## config.mk

```make
export PLATFORM = sky130hd
export DESIGN_NAME = mcpu_seq_alu
export DESIGN_NICKNAME = d
export VERILOG_FILES = /design/src/rtl/mcpu_alu_pkg.sv /design/src/rtl/mcpu_mul_iter.sv /design/src/rtl/mcpu_seq_alu.sv
export SDC_FILE = /design/constraint.sdc
export NUM_CORES = 1
export LEC_CHECK = 0
export CAP_MARGIN = 20
export CORE_MARGIN = 2
export CORE_UTILIZATION = 42
export DETAILED_ROUTE_END_ITERATION = 7
export SYNTH_ARGS = -nofsm -noshare
export SYNTH_HDL_FRONTEND = slang
export SYNTH_SLANG_ARGS = --single-unit
```

## constraint.sdc

```tcl
create_clock -name clk -period 6.1 [get_ports clk]
set_clock_uncertainty 0.1 [all_clocks]
set_input_delay 1.525 -clock clk [delete_from_list [all_inputs] [get_ports clk]]
set_output_delay 1.525 -clock clk [all_outputs]
set_load 0.03 [all_outputs]
```

## src/rtl/mcpu_alu_pkg.sv

```systemverilog
`default_nettype none
// ============================================================================
//  Module      : mcpu_alu_pkg
//  Description : Shared opcode constants, FSM state encoding and opcode
//                decode helper for the sequential ALU.
//  Contents    : op_t / OP_* opcode values, state_t / ST_* FSM states,
//                decode_op() which folds unused codes onto ADD.
//  Revision    : 1.0 - initial release
// ============================================================================
package mcpu_alu_pkg;

    typedef logic [3:0] op_t;

    localparam op_t OP_AND = 4'd0;
    localparam op_t OP_OR  = 4'd1;
    localparam op_t OP_XOR = 4'd2;
    localparam op_t OP_ADD = 4'd3;
    localparam op_t OP_LSL = 4'd4;
    localparam op_t OP_LSR = 4'd5;
    localparam op_t OP_SUB = 4'd6;
    localparam op_t OP_MUL = 4'd7;
    localparam op_t OP_ASR = 4'd8;

    typedef logic [0:0] state_t;

    localparam state_t ST_IDLE = 1'b0;
    localparam state_t ST_MUL  = 1'b1;

    // Every code above ASR is treated as ADD, so the datapath only ever
    // sees the nine defined operations.
    function automatic op_t decode_op(input logic [31:0] code);
        if (code > 32'd8) begin
            return OP_ADD;
        end
        return code[3:0];
    endfunction

endpackage
`default_nettype wire

```

## src/rtl/mcpu_mul_iter.sv

```systemverilog
`default_nettype none
// ============================================================================
//  Module      : mcpu_mul_iter
//  Description : Iterative unsigned shift-add multiplier, one partial
//                product per clock, WORD_SIZE steps after load.
//  Ports       : clk, rst_n      - clock, synchronous active-low reset
//                load            - capture a/b and begin multiplying
//                a, b            - multiplicand / multiplier
//                last            - the final step happens on this edge
//                prod_next       - accumulator value after this step
//                                  (the full product when last=1)
//  Revision    : 1.0 - initial release
// ============================================================================
module mcpu_mul_iter #(
    parameter int WORD_SIZE = 16
) (
    input  logic                     clk,
    input  logic                     rst_n,
    input  logic                     load,
    input  logic [WORD_SIZE-1:0]     a,
    input  logic [WORD_SIZE-1:0]     b,
    output logic                     last,
    output logic [2*WORD_SIZE-1:0]   prod_next
);

    localparam int CNT_W = $clog2(WORD_SIZE);
    localparam logic [CNT_W-1:0] C_LAST_CNT = CNT_W'(WORD_SIZE - 1);

    logic [WORD_SIZE-1:0]   r_mcand;
    // Upper half accumulates partial sums, lower half starts as the
    // multiplier and is consumed one bit per step from the LSB.
    logic [2*WORD_SIZE-1:0] r_acc;
    logic [CNT_W-1:0]       r_cnt;
    logic                   r_active;

    logic [WORD_SIZE-1:0]   w_addend;
    logic [WORD_SIZE:0]     w_sum;

    always_comb begin
        w_addend  = r_acc[0] ? r_mcand : '0;
        w_sum     = {1'b0, r_acc[2*WORD_SIZE-1:WORD_SIZE]} + {1'b0, w_addend};
        prod_next = {w_sum, r_acc[WORD_SIZE-1:1]};
        last      = r_active && (r_cnt == C_LAST_CNT);
    end

    always_ff @(posedge clk) begin
        if (!rst_n) begin
            r_mcand  <= '0;
            r_acc    <= '0;
            r_cnt    <= '0;
            r_active <= 1'b0;
        end else if (load) begin
            r_mcand  <= a;
            r_acc    <= {{WORD_SIZE{1'b0}}, b};
            r_cnt    <= '0;
            r_active <= 1'b1;
        end else if (r_active) begin
            r_acc <= prod_next;
            r_cnt <= r_cnt + 1'b1;
            if (last) begin
                r_active <= 1'b0;
            end
        end
    end

endmodule
`default_nettype wire

```

## src/rtl/mcpu_seq_alu.sv

```systemverilog
`default_nettype none
// ============================================================================
//  Module      : mcpu_seq_alu
//  Description : Sequential ALU. Logic/arith/shift ops complete one cycle
//                after acceptance; MUL runs on an iterative multiplier and
//                completes WORD_SIZE cycles after acceptance.
//  Ports       : clk, rst_n           - clock, synchronous active-low reset
//                start, cmd, in1, in2 - request, sampled on a rising edge
//                busy                 - MUL in progress
//                done                 - one-cycle result-valid pulse
//                out, out_hi          - result low word / MUL high word
//                CF, ZF, NF, VF       - carry, zero, negative, overflow
//  Revision    : 1.0 - initial release
// ============================================================================
module mcpu_seq_alu
    import mcpu_alu_pkg::*;
#(
    parameter int WORD_SIZE = 16,
    parameter int CMD_SIZE  = 4
) (
    input  logic                  clk,
    input  logic                  rst_n,
    input  logic                  start,
    input  logic [CMD_SIZE-1:0]   cmd,
    input  logic [WORD_SIZE-1:0]  in1,
    input  logic [WORD_SIZE-1:0]  in2,
    output logic                  busy,
    output logic                  done,
    output logic [WORD_SIZE-1:0]  out,
    output logic [WORD_SIZE-1:0]  out_hi,
    output logic                  CF,
    output logic                  ZF,
    output logic                  NF,
    output logic                  VF
);

    localparam int                   MSB         = WORD_SIZE - 1;
    localparam logic [WORD_SIZE-1:0] C_WORD_BITS = WORD_SIZE'(WORD_SIZE);

    state_t r_state, w_state_next;

    logic w_accept, w_accept_mul, w_accept_single;
    op_t  w_in_op;

    // Single-cycle ops are captured here and executed on the next edge,
    // so a new request can be accepted every cycle while IDLE.
    logic                 r_pend;
    op_t                  r_op;
    logic [WORD_SIZE-1:0] r_a, r_b;

    logic [WORD_SIZE-1:0] r_out, r_out_hi;
    logic                 r_done, r_cf, r_zf, r_nf, r_vf;

    logic [WORD_SIZE-1:0]   w_res;
    logic [WORD_SIZE:0]     w_sum;
    logic                   w_cf, w_vf, w_big;
    logic                   w_mul_last;
    logic [2*WORD_SIZE-1:0] w_prod;

    mcpu_mul_iter #(
        .WORD_SIZE (WORD_SIZE)
    ) u_mul (
        .clk       (clk),
        .rst_n     (rst_n),
        .load      (w_accept_mul),
        .a         (in1),
        .b         (in2),
        .last      (w_mul_last),
        .prod_next (w_prod)
    );

    // ---------------- FSM: state register ----------------
    always_ff @(posedge clk) begin
        if (!rst_n) begin
            r_state <= ST_IDLE;
        end else begin
            r_state <= w_state_next;
        end
    end

    // ---------------- FSM: next state ----------------
    always_comb begin
        w_state_next = r_state;
        case (r_state)
            ST_IDLE: if (w_accept_mul) w_state_next = ST_MUL;
            ST_MUL:  if (w_mul_last)   w_state_next = ST_IDLE;
            default: w_state_next = ST_IDLE;
        endcase
    end

    // ---------------- FSM: outputs ----------------
    always_comb begin
        busy            = (r_state == ST_MUL);
        w_accept        = start && (r_state == ST_IDLE);
        w_in_op         = decode_op(32'(cmd));
        w_accept_mul    = w_accept && (w_in_op == OP_MUL);
        w_accept_single = w_accept && (w_in_op != OP_MUL);
    end

    // ---------------- single-cycle datapath ----------------
    always_comb begin
        w_res = '0;
        w_sum = '0;
        w_cf  = 1'b0;
        w_vf  = 1'b0;
        w_big = (r_b >= C_WORD_BITS);
        case (r_op)
            OP_AND: w_res = r_a & r_b;
            OP_OR:  w_res = r_a | r_b;
            OP_XOR: w_res = r_a ^ r_b;
            OP_LSL: w_res = w_big ? '0 : (r_a << r_b);
            OP_LSR: w_res = w_big ? '0 : (r_a >> r_b);
            OP_ASR: w_res = w_big ? {WORD_SIZE{r_a[MSB]}} : ($signed(r_a) >>> r_b);
            OP_SUB: begin
                w_res = r_a - r_b;
                w_cf  = (r_a < r_b);
                w_vf  = (r_a[MSB] ^ r_b[MSB]) & (w_res[MSB] ^ r_a[MSB]);
            end
            default: begin
                w_sum = {1'b0, r_a} + {1'b0, r_b};
                w_res = w_sum[MSB:0];
                w_cf  = w_sum[WORD_SIZE];
                w_vf  = ~(r_a[MSB] ^ r_b[MSB]) & (w_res[MSB] ^ r_a[MSB]);
            end
        endcase
    end

    // ---------------- capture and result registers ----------------
    // r_pend and w_mul_last are never high together: a pending single op
    // implies the FSM was IDLE on the previous edge and did not start MUL.
    always_ff @(posedge clk) begin
        if (!rst_n) begin
            r_pend   <= 1'b0;
            r_op     <= OP_AND;
            r_a      <= '0;
            r_b      <= '0;
            r_done   <= 1'b0;
            r_out    <= '0;
            r_out_hi <= '0;
            r_cf     <= 1'b0;
            r_zf     <= 1'b0;
            r_nf     <= 1'b0;
            r_vf     <= 1'b0;
        end else begin
            r_pend <= w_accept_single;
            r_done <= 1'b0;
            if (w_accept_single) begin
                r_op <= w_in_op;
                r_a  <= in1;
                r_b  <= in2;
            end
            if (r_pend) begin
                r_done   <= 1'b1;
                r_out    <= w_res;
                r_out_hi <= '0;
                r_cf     <= w_cf;
                r_zf     <= (w_res == '0);
                r_nf     <= w_res[MSB];
                r_vf     <= w_vf;
            end else if (w_mul_last) begin
                r_done   <= 1'b1;
                r_out    <= w_prod[MSB:0];
                r_out_hi <= w_prod[2*WORD_SIZE-1:WORD_SIZE];
                r_cf     <= |w_prod[2*WORD_SIZE-1:WORD_SIZE];
                r_zf     <= (w_prod == '0);
                r_nf     <= w_prod[MSB];
                r_vf     <= 1'b0;
            end
        end
    end

    assign done   = r_done;
    assign out    = r_out;
    assign out_hi = r_out_hi;
    assign CF     = r_cf;
    assign ZF     = r_zf;
    assign NF     = r_nf;
    assign VF     = r_vf;

endmodule
`default_nettype wire

```

### Yosys cells after proc, flatten, opt, wreduce, memory -nomap -nowiden

Index checks and enable logic that the tools add are counted.

| storage, ports and cells | value |
|---|---|
| register bits | 128 |
| bits of input ports | 39 |
| output and inout port bits | 38 |
| logic and storage cells | 89 |

| operators by class | value |
|---|---|
| $add $sub $neg | 4 |
| $lt $le $gt $ge | 3 |
| equality and inequality tests | 9 |
| shift operators | 3 |
| multiplexer cells | 29 |
| bitwise gates (word level) | 11 |
| reduce and logical (&&, ||, !) cells | 13 |

Operators with widths:

| kind | number |
|---|---|
| $mux W16 | 8 |
| $pmux W16 S7 | 1 |
| $add A16 B16 Y17 | 2 |
| $logic_not A32 Y1 | 1 |
| $and A16 B16 Y16 | 1 |
| $eq A4 B3 Y1 const B | 4 |
| $ge A16 B5 Y1 const B | 1 |
| $logic_not A16 Y1 | 1 |
| $lt A16 B16 Y1 | 1 |
| $or A16 B16 Y16 | 1 |
| $reduce_or A16 Y1 | 1 |
| $shl A16 B16 Y16 | 1 |
| $shr A16 B16 Y16 | 1 |
| $sshr A16 B16 Y16 | 1 |
| $sub A16 B16 Y16 | 1 |
| $xor A16 B16 Y16 | 1 |
| $mux W1 | 15 |
| $eq A4 B4 Y1 const B | 2 |
| $mux W4 | 2 |
| $pmux W1 S2 | 3 |
| $reduce_or A6 Y1 | 1 |
| $add A4 B1 Y4 const B | 1 |
| $eq A4 B1 Y1 const B | 1 |
| $eq A4 B2 Y1 const B | 1 |
| 9 further kinds | 19 |

### Depth between registers and ports, before layout

| logic depth | value |
|---|---|
| depth after elaboration | 7 |
| depth in mapped cells | 13 |

### Cells and area by module

From an unflattened synthesis, not the netlist that was laid out.

| second synthesis, totals | value |
|---|---|
| cells, all modules | 1316 |
| area total of the unflattened synthesis | 10507.6 µm² |

Modules (own cells, without submodules):

| module | times used | cells each | area each (µm²) |
|---|---|---|---|
| mcpu_seq_alu | 1 | 930 | 7213.2 |
| mcpu_mul_iter | 1 | 386 | 3294.4 |

### Worst setup path before layout

Ideal clock, no wire load.

| timing path | value |
|---|---|
| path kind | reg-to-reg |
| start | register u_mul.r_acc[0] |
| end | register r_cf, in the netlist CF |
| library setup time | 0.133 ns |
| arrival | 3.277 ns |
| setup slack | 2.590 ns |
| cell stages (with the launch flop) | 14 |
| path buffers | 1 |
| period minus slack after synthesis | 3.510 ns |
| path through | dfxtp_1 clkbuf_1 nand2_1 inv_1 ha_1 a21o_1 a211oi_1 a21oi_1 or4b_2 or4_1 or3_1 nor4_1 nand4_1 nor4b_1 |

| on the way | value |
|---|---|
| word-level cells in the longest chain between the ends | 5 |

RTL lines:

| element | RTL line | source |
|---|---|---|
| from (decl) | mcpu_mul_iter.sv:32 | `logic [2*WORD_SIZE-1:0] r_acc;` |
| from (signal assigned) | mcpu_mul_iter.sv:54 | `r_acc <= {{WORD_SIZE{1'b0}}, b};` |
| from (signal assigned) | mcpu_mul_iter.sv:58 | `r_acc <= prod_next;` |
| $mux W16 | mcpu_mul_iter.sv:40 | `w_addend = r_acc[0] ? r_mcand : '0;` |
| $add A16 B16 Y17 | mcpu_mul_iter.sv:41 | `w_sum = {1'b0, r_acc[2*WORD_SIZE-1:WORD_SIZE]} + {1'b0, w_addend};` |
| $reduce_or A16 Y1 | mcpu_seq_alu.sv:164 | `r_cf <= \|w_prod[2*WORD_SIZE-1:WORD_SIZE];` |
| $mux W1 | mcpu_seq_alu.sv:160 | `end else if (w_mul_last) begin` |
| $mux W1 | mcpu_seq_alu.sv:152 | `if (r_pend) begin` |
| to (signal assigned) | mcpu_seq_alu.sv:156 | `r_cf <= w_cf;` |
| to (signal assigned) | mcpu_seq_alu.sv:164 |  |
| to (decl) | mcpu_seq_alu.sv:52 | `logic r_done, r_cf, r_zf, r_nf, r_vf;` |

Every way passes these cells. The select of a mux whose other input is x is not followed.
A chain may end at the register's enable or synchronous reset.

### Worst setup path after layout

Ends and elaborated chain as after synthesis.

==> run summary <==
result of the run: finished clean
Clock Pin Slew Worst Setup and Hold Paths: 0.06 ns
die boundary width: 158 um
count of H-tree levels built during CTS: 4
sequential share of the synthesized area: 25.5%
number of warnings issued by yosys: 0
top layer reached by signal wires: met4
commonest register cell after synthesis: sky130_fd_sc_hd__dfxtp_1
number of vias after detailed routing: 9939
detailed-routing iteration count for the pre-antenna-repair pass: 7
number of global-route vias before repair: 9117
Crit path required time: 6.30 ns
cell count after synthesis: 1278
Final Critical Period: 4.09 ns
CTS buffer count: 17
R2R cell count: 13
Routed met1 length: 15300 um
Area contributors post-synth: sky130_fd_sc_hd__dfxtp_1 26%, sky130_fd_sc_hd__ha_1 8.2%, sky130_fd_sc_hd__nand2_1 8.0%
count of placed standard cells including taps: 1600
final number of setup-violating endpoints: 0
peak fanout along the critical path: 17
clock tree from TritonCTS: done
combinational cell fraction of total power: 22.9%
average footprint of a synthesized cell: 7.79 sq um
worst skew pair latency: 0.43 ns
layout-stage area growth over the synthesis result: 15.5%
power dissipated by switching net loads: 0.800 mW
post-synthesis instance area: 9960 sq um
kind of start point of the critical path: register
most used standard cell by instance count after synthesis: sky130_fd_sc_hd__nand2_1
dominant cell type by area after synthesis: sky130_fd_sc_hd__dfxtp_1
Final Net Count: 1408
count of distinct cell types in the synthesized netlist: 84
setup TNS: 0 ns
detail-routed via count per cell: 6.09
# port buffers: 76
Data arrival, critical path: 4.29 ns
proportion of power drawn by the clock network: 39.8%
share of cells above drive strength 1: 9.44%
share of synthesized flip-flops with an asynchronous set or reset: 0%
final number of hold-violating endpoints: 0
clock tree sinks: 127
leakage power summed over all cells: 4.17 nW
aggregate global routing overflow: 0
Max rail drop VDD: 0.201 mV
Min-Delay Path Depth: 2
net switching share of the total power: 32.6%
first-pass GRT wire length: 52300 um
clock root cell: sky130_fd_sc_hd__clkbuf_16
Final HPWL DP: 25600 um
ant diodes: 0
DRC violation count after routing: 0
kind of critical path: register to register
routability cong.: 0.978
number of gates given a new drive strength after cts: 0
final core utilization: 49.2%
overall die area: 25000 sq um
Cell Pwr Density: 213 nW/um^2
DR iter-0 viols: 863
maximum count of clock buffers along a single path: 2
initial antenna violation count: 0
met3 routed wirelength: 2520 um
fmax: 245 MHz
reported max-cap violation count: 0
area inside the core boundary: 23400 sq um
count of placed standard cells in the final layout, fillers left out: 1633
hold buffer count at cts: 0
vertical die dimension: 158 um
Period Utilization, post-route: 67.0%
number of nets in the synthesized netlist: 1385
final design instance area without fill: 11500 sq um
critical path cell sequence: and2_1 -> ha_1 -> inv_1 -> fa_1 -> nand2b_1 -> a21oi_1 -> a2111oi_0 -> xnor2_1 -> or4_1 -> or3_1 -> nor4_1 -> nand4_1 -> nor4b_1
total length of routed wires: 34200 um
area fraction of the dominant cell type after synthesis: 25.5%
endpoint of the worst register-to-register path: CF
RSZ-0062 raised after global routing: false
startpoint of the lowest-slack register-to-register path: u_mul.r_acc[0]
commonest cells in the synthesized netlist: 211 x sky130_fd_sc_hd__nand2_1, 127 x sky130_fd_sc_hd__dfxtp_1, 122 x sky130_fd_sc_hd__a21oi_1
largest net degree at the start of global routing: 80
capturing element type of the critical path: register
class of the tightest hold or removal check: register to register
longest individual stage delay on the worst path: 0.59 ns
standard cell area after detailed placement: 10900 sq um
detailed-routed wire length on met2: 15400 um
sequential fraction of design power: 37.3%
max-slew violation total from the final report: 0
Hold Crit Endpoint: u_mul.r_mcand[5]
ports placed on the boundary: 77
Worst Max-Slew Pin Slew: 1.02 ns
setup repair bufs after CTS: 0
number of flops mapped to enable cells by yosys: 0
GR Util All Layers: 27.4%
initial standard-cell utilization of the core: 42.6%
Row Count: 56
startpoint of the lowest-slack hold path: u_mul.r_mcand[5]
worst relative slew slack: 31.4%
flop and latch count out of synthesis: 127
count of fill cells added during filler insertion: 2342
R2R Setup Slk: 2.01 ns
Internal Power: 1.65 mW
WL/cell: 20.9 um
critical path's slowest cell: sky130_fd_sc_hd__nor4_1
Final ANT Viol Nets: 0
-- routing by layer --
layer | track usage (%) | vias up
met5 | 0 | -
met4 | 9.65 | 0
met3 | 5.20 | 49
met2 | 42.1 | 396
met1 | 38.2 | 4793
li1 | - | 4701
-- placed cells by master (no fill, tap or decap), types with 10 or more instances in the layout --
master	count
sky130_fd_sc_hd__nor4_1	14
sky130_fd_sc_hd__a21oi_1	122
sky130_fd_sc_hd__o21ai_0	38
sky130_fd_sc_hd__o211ai_1	14
sky130_fd_sc_hd__nand2_1	211
sky130_fd_sc_hd__a31oi_1	12
sky130_fd_sc_hd__a21o_1	11
sky130_fd_sc_hd__dfxtp_1	124
sky130_fd_sc_hd__clkdlybuf4s50_1	76
sky130_fd_sc_hd__xnor2_1	14
sky130_fd_sc_hd__nand3_1	25
sky130_fd_sc_hd__a2111oi_0	10
sky130_fd_sc_hd__mux4_2	28
sky130_fd_sc_hd__a211oi_1	38
sky130_fd_sc_hd__buf_4	21
sky130_fd_sc_hd__mux2i_1	49
sky130_fd_sc_hd__inv_1	55
sky130_fd_sc_hd__nor3_1	27
sky130_fd_sc_hd__ha_1	65
sky130_fd_sc_hd__nor2_1	104
sky130_fd_sc_hd__clkbuf_16	17
sky130_fd_sc_hd__and2_1	16
sky130_fd_sc_hd__and3_1	14
-- flip-flops by register name, indices dropped and copies added (netlist names) --
signal,count
r_pend,1
out_hi,16
u_mul.r_mcand,16
u_mul.r_active,1
busy,1
done,1
ZF,1
out,16
VF,1
u_mul.r_cnt,4
r_op,4
r_a,16
r_b,16
CF,1
u_mul.r_acc,32
-- power groups by stage --
stage / logic [mW] / registers (mW) / clock network (mW)
after floorplan: 0.373 / 0.913 / 0
after global placement: 0.553 / 0.929 / 0
after detailed placement: 0.550 / 0.930 / 0
after CTS: 0.553 / 0.912 / 0.990
after global routing: 0.606 / 0.918 / 1.02
final: 0.562 / 0.914 / 0.977
-- stage by stage --
stage	power [mW]	hold slack [ns]	setup slack, ns
global route	2.55	0.368	1.79
global placement	1.48	0.344	2.10
floorplan	1.29	0.332	2.59
detailed placement	1.48	0.344	2.08
CTS	2.46	0.353	2.08
finish	2.45	0.350	2.01
-- kinds of logic (layout without fill, tap and decap cells) --
family                   Yosys count  in the layout  share of synthesized area (%)
XOR/XNOR                          21             21                           1.85
AO/OA/AOI/OAI                    349            349                           23.7
AND/OR/NAND/NOR                  477            477                           22.1
buffers and inverters            151            187                           5.92
multiplexers                      85             85                           12.2
flip-flops                       127            127                           25.5
adder cells (fa/ha/maj)           68             68                           8.77
-- worst max path at each step --
stage                               from  end  slack, ns  depth (start not counted)
after global placement    u_mul.r_acc[0]   CF       2.10                         12
final                     u_mul.r_acc[0]   CF       2.01                         13
after CTS                 u_mul.r_acc[0]   CF       2.08                         11
after floorplan           u_mul.r_acc[0]   CF       2.59                         13
after global routing      u_mul.r_acc[0]   CF       1.79                         13
after detailed placement  u_mul.r_acc[0]   CF       2.08                         11
-- area by class of cell --
class	instances	area, sq um	share of cell area (%)
Multi-Input combinational cell	1000	6850	59.6
Clock inverter	14	130	1.13
Timing Repair Buffer	97	918	7.98
Tap cell	319	399	3.47
Inverter	58	218	1.89
Sequential cell	127	2550	22.1
Clock buffer	18	439	3.82
-- critical path: cells and delay by family (launching register included) --
| kind | cells | cell delay [ns] |
|---|---|---|
| and+or+nand+nor | 7 | 2.21 |
| AOI/OAI and AO/OA | 2 | 0.58 |
| DFF | 1 | 0.43 |
| adders and majority gates | 2 | 0.40 |
| xor gates and xnor gates | 1 | 0.19 |
| buffers and inverters | 1 | 0.07 |
Note: power is estimated with default switching activity, not from simulation.
